## config.mk

```make
export PLATFORM = sky130hd
export DESIGN_NAME = bus_arbiter
export DESIGN_NICKNAME = d
export VERILOG_FILES = /design/src/rtl/bus_arbiter.sv
export SDC_FILE = /design/constraint.sdc
export NUM_CORES = 1
export LEC_CHECK = 0
export BUFFER_PORTS_ARGS = -buffer_cell sky130_fd_sc_hd__buf_2
export CAP_MARGIN = 20
export CORE_MARGIN = 4
export CORE_UTILIZATION = 35
export DETAILED_ROUTE_END_ITERATION = 10
export PLACE_DENSITY_LB_ADDON = 0.1
export SYNTH_ARGS = -nofsm -noshare
export SYNTH_HDL_FRONTEND = slang
export SYNTH_SLANG_ARGS = --single-unit
```

## constraint.sdc

```tcl
create_clock -name clk -period 4 [get_ports clk]
set_input_delay 0.2 -clock clk [delete_from_list [all_inputs] [get_ports clk]]
set_output_delay 0.2 -clock clk [all_outputs]
set_load 0.01 [all_outputs]
```

## src/rtl/bus_arbiter.sv

```systemverilog
// Round-robin arbiter granting one shared bus slave port to NUM_MASTERS requesters.
// Optional slave watchdog enabled by defining BUS_ARBITER_TIMEOUT_EN.
module bus_arbiter #(
    parameter int NUM_MASTERS    = 2,
    parameter int ADDR_WIDTH     = 32,
    parameter int DATA_WIDTH     = 32,
    parameter int TIMEOUT_CYCLES = 255
) (
    input  logic                             clk,
    input  logic                             reset,
    input  logic [NUM_MASTERS-1:0]           m_req,
    input  logic [NUM_MASTERS-1:0]           m_we,
    input  logic [NUM_MASTERS*ADDR_WIDTH-1:0] m_addr,
    input  logic [NUM_MASTERS*DATA_WIDTH-1:0] m_wdata,
    output logic [DATA_WIDTH-1:0]            m_rdata,
    output logic [NUM_MASTERS-1:0]           m_ack,
    output logic [NUM_MASTERS-1:0]           m_err,
    output logic                             s_req,
    output logic                             s_we,
    output logic [ADDR_WIDTH-1:0]            s_addr,
    output logic [DATA_WIDTH-1:0]            s_wdata,
    input  logic [DATA_WIDTH-1:0]            s_rdata,
    input  logic                             s_ack
);

    localparam int GW = $clog2(NUM_MASTERS);

    if (NUM_MASTERS < 2 || NUM_MASTERS > 8 || TIMEOUT_CYCLES < 1 || TIMEOUT_CYCLES > 65535) begin : g_bad_params
        $error("bus_arbiter: parameter out of range");
    end

    typedef enum logic [1:0] {
        IDLE,
        BUSY,
        RELEASE
    } state_t;

    state_t          state;
    logic [GW-1:0]   grant;
    logic [GW-1:0]   last_grant;

    logic [GW-1:0]   pick;
    logic            pick_valid;
    logic [GW:0]     scan_base;
    logic [GW:0]     scan_cand;
    logic [GW-1:0]   scan_idx;
    logic            pick_we;
    logic [ADDR_WIDTH-1:0] pick_addr;
    logic [DATA_WIDTH-1:0] pick_wdata;

`ifdef BUS_ARBITER_TIMEOUT_EN
    localparam logic [15:0] TO_LIMIT = 16'(TIMEOUT_CYCLES);
    logic [15:0] to_cnt;
`endif

    // Rotating priority scan starting after the last served master; the wrap
    // is explicit so non-power-of-two master counts never index past the end.
    always_comb begin
        pick       = '0;
        pick_valid = 1'b0;
        scan_cand  = '0;
        scan_idx   = '0;
        if ({1'b0, last_grant} == (GW+1)'(NUM_MASTERS - 1))
            scan_base = '0;
        else
            scan_base = {1'b0, last_grant} + (GW+1)'(1);
        for (int unsigned i = 0; i < NUM_MASTERS; i++) begin
            scan_cand = scan_base + (GW+1)'(i);
            if (scan_cand >= (GW+1)'(NUM_MASTERS))
                scan_cand = scan_cand - (GW+1)'(NUM_MASTERS);
            scan_idx = scan_cand[GW-1:0];
            if (!pick_valid && m_req[scan_idx]) begin
                pick       = scan_idx;
                pick_valid = 1'b1;
            end
        end
    end

    always_comb begin
        pick_we    = m_we[pick];
        pick_addr  = m_addr[pick*ADDR_WIDTH +: ADDR_WIDTH];
        pick_wdata = m_wdata[pick*DATA_WIDTH +: DATA_WIDTH];
    end

    always_ff @(posedge clk or posedge reset) begin
        if (reset) begin
            state      <= IDLE;
            grant      <= '0;
            last_grant <= GW'(NUM_MASTERS - 1);
            m_rdata    <= '0;
            m_ack      <= '0;
            s_req      <= 1'b0;
            s_we       <= 1'b0;
            s_addr     <= '0;
            s_wdata    <= '0;
`ifdef BUS_ARBITER_TIMEOUT_EN
            m_err      <= '0;
            to_cnt     <= '0;
`endif
        end else begin
            m_ack <= '0;
`ifdef BUS_ARBITER_TIMEOUT_EN
            m_err <= '0;
`endif
            case (state)
                IDLE: begin
                    if (pick_valid) begin
                        grant      <= pick;
                        last_grant <= pick;
                        s_we       <= pick_we;
                        s_addr     <= pick_addr;
                        s_wdata    <= pick_wdata;
                        s_req      <= 1'b1;
`ifdef BUS_ARBITER_TIMEOUT_EN
                        to_cnt     <= '0;
`endif
                        state      <= BUSY;
                    end
                end
                BUSY: begin
                    // A slave ack in the timeout cycle takes precedence over the abort.
                    if (s_ack) begin
                        m_rdata      <= s_rdata;
                        m_ack[grant] <= 1'b1;
                        s_req        <= 1'b0;
                        state        <= RELEASE;
                    end
`ifdef BUS_ARBITER_TIMEOUT_EN
                    else if (to_cnt + 16'd1 == TO_LIMIT) begin
                        m_rdata      <= '0;
                        m_ack[grant] <= 1'b1;
                        m_err[grant] <= 1'b1;
                        s_req        <= 1'b0;
                        state        <= RELEASE;
                    end else begin
                        to_cnt <= to_cnt + 16'd1;
                    end
`endif
                end
                RELEASE: begin
                    state <= IDLE;
                end
                default: begin
                    state <= IDLE;
                end
            endcase
        end
    end

`ifndef BUS_ARBITER_TIMEOUT_EN
    assign m_err = '0;
`endif

endmodule

```

==> results.md <==
* Xor/xnor share of the synthesized area at 0%
* Met1 Resource Use GR at between 10% and 20%
* Detailed Route WL at 11.5 mm
* Leak pwr at 3.17 nW
* Routability Congestion at slightly above 0.7
* Clk buf depth at 2
* Critical path's largest stage delay at approximately 0.6 ns
* CP Capture Type: register
* CTS tree: done
* Gr busiest metal: met2
* Worst-Margin Slew at 0.746 ns
* Req. time, crit path at 4.22 ns
* RSZ-0062 raised after global routing: no
* CTS Buf Count at 9
* DP HPWL at 8.94 mm
* Clock Sinks at approximately 100
* Clock slew at reported path FFs at around 0.060 ns
* PwrDens at a little over 700 nW/um^2
* Final min period at between 1.5 and 2 ns
* First-pass GRT wire length at roughly 17 mm
* Detailed router's first-iteration violation count at approximately 110
* Mux contribution to synthesized area at about two fifths
* # setup viols final at 0
* Diode count at 0
* Compound-Gate Fraction of Synth Area at 0.834%
* TNS Setup at 0 ns
* Post-synthesis sequential area ratio at 56.0%
* Final Hold Viols at 0
* Skew final at approximately 0.0065 ns
* Mean Syn Cell Area at between 15 and 20 sq um
* Final Total Pwr at about 4.6 mW
* Root Buffer: clkbuf_16
* CP max FO at 45
* DRT Pass-1 Iters at 4
* Hold slack at approximately 0.07 ns
* Main combinational cell family by area after synthesis: multiplexers
* Met3 usage at under 10%
* Via density at approximately 4.6
* Routing usage on met2 at between 20% and 30%
* Final worst-path cycle share at between 40% and 50%
* Synth Warn # at 0
* Htree depth at 3
* GRT overflow at 0
* Synth area leader: dfrtp_1
* Post-CTS Resized at 0
* Row count at 41
* Clock Latency Late Sink at approximately 0.33 ns
* Adder-cell share of the synthesized area at 0%
* Placed cells at 727
* Via count at ~3400
* HP Class: in2reg
* Wire per inst at 15.4 um
* Area Growth Syn to Fin at 38.4%
* Largest net degree at the start of global routing at between 70 and 80
* Synth Instances at about 300
* Share of post-route cells with drive strength above 1 at between 70 and 80%
* Setup bufs post-CTS at 0
* Peak supply drop at ~0.35 mV
* CORE AREA at about 13000 sq um
* Final Instance Count excl. Fillers at 745
* CP delay by family, top: buffers and inverters
* Share of the synthesized area in the top cell type at about 55%
* I/O pin total at around 270
* Seq cells post-synth at between 100 and 150
* Setup CP Type: reg2reg
* Layout Nets at 735
* Vias in the first global route at roughly 3500
* Max-slew violations at 0
* Post-synthesis simple-gate area fraction at less than 1%
* Die ar. at between 15000 and 20000 sq um
* Slew headroom at roughly 50%
* Max Cap Viol at 0
* Initial Util at about 36%
* Yosys cell types at 21
* Top cells by area, synth: dfrtp_1 (55%), mux2_2 (30%), mux2_1 (9.4%)
* Final core utilization at 50.2%
* Hold Buf Count CTS at 0
* Startpoint Class: register
* Cell Area, Synth at between 4000 and 5000 sq um
* Crit path cell chain: nor2_1 -> o21ai_4 -> buf_4 -> mux2_2
* Die X at 123 um
* Residual DRC at 0
* Port Buf Inserts at around 270
* Height of the die at between 100 and 150 um
* Initial antenna violation count at 0
* ANT nets after route at 0
* Reg2Reg Setup Slack at around 2.1 ns
* Critical path's slowest cell: buf_4
* Arrival time at the worst endpoint at approximately 2.2 ns
* Buf/Inv on CP at 1
* GRT Util Overall at between 10% and 20%
* Status: completed
* Upper clock frequency limit at about 510 MHz
## logic make-up (layout without fill, tap and decap cells)
kind of cell,after synthesis,in the layout
buffers and inverters,21,291
other,1,2
AO/OA/AOI/OAI,6,6
flip-flops,104,104
multiplexers,162,162
AND/OR/NAND/NOR,8,8
## cells in the mapped netlist
cell      count
mux2_2      123
dfrtp_1     103
mux2_1       39
buf_2        12
buf_6         5
buf_4         2
inv_1         2
nand2_1       2
nor2_1        2
a21bo_2       1
a21o_1        1
a21oi_1       1
a31oi_1       1
and2_1        1
conb_1        1
dfstp_2       1
nand2b_1      1
nand3b_1      1
nor3_1        1
o21ai_0       1
o21ai_1       1
## where the power goes
part	total [mW]	internal [mW]	leakage, nW	switching, mW
Clock	0.812	0.454	0.136	0.358
Sequential	1.84	1.59	1.22	0.244
Combinational	1.97	1.05	1.82	0.920
## sequential cells by signal (all words and copies together) (netlist names)
name / cells
s_addr: 32
m_ack: 2
m_rdata: 32
grant: 1
last_grant: 1
s_wdata: 32
s_req: 1
state: 2
s_we: 1
## routing by layer
layer / vias up / share of wire [%]
met4: 0 / 1.7
met2: 160 / 51
met5: - / 0
li1: 1602 / -
met3: 16 / 11
met1: 1618 / 37
## stage by stage
step,instance area (sq um),setup slack [ns]
after floorplan,4650,1.07
after global placement,6120,1.89
after detailed placement,6120,1.85
after CTS,6400,2.02
after global routing,6430,1.93
final,6430,2.06
## layout make-up
| type | count | area [sq um] |
|---|---|---|
| clock buffers | 13 | 260 |
| clock inverters | 3 | 17.5 |
| fillers | 1171 | 6390 |
| inverters | 2 | 10.0 |
| multi-input cells | 178 | 1920 |
| flip-flops and latches | 104 | 2600 |
| well taps | 172 | 215 |
| repair buffers | 273 | 1410 |
## cells in the final DEF, fill, tap and decap left out, types with 2 or more instances in the layout
cell type,netlist,final
mux2_1,39,39
buf_2,12,266
dfrtp_1,103,103
mux2_2,123,123
nor2_1,2,2
clkinv_2,0,2
clkbuf_1,0,2
nand2_1,2,2
clkbuf_8,0,2
clkbuf_16,0,9
conb_1,1,2
buf_4,2,5
## worst paths after layout
check / start / endpoint / cells past startpoint
setup / recovery: state[0]$_DFFE_PP0P_ / s_addr[2]$_DFFE_PP0P_ / 4
hold / removal: s_ack / state[0]$_DFFE_PP0P_ / 2
setup reg to reg: state[0]$_DFFE_PP0P_ / s_addr[2]$_DFFE_PP0P_ / 4
hold reg to reg: grant$_DFFE_PP0P_ / m_ack[0]$_DFF_PP0_ / 1
max in group asynchronous: reset / m_rdata[17]$_DFFE_PP0P_ / 5
min in group asynchronous: reset / m_rdata[19]$_DFFE_PP0P_ / 3
Note: power is estimated with default switching activity, not from simulation.
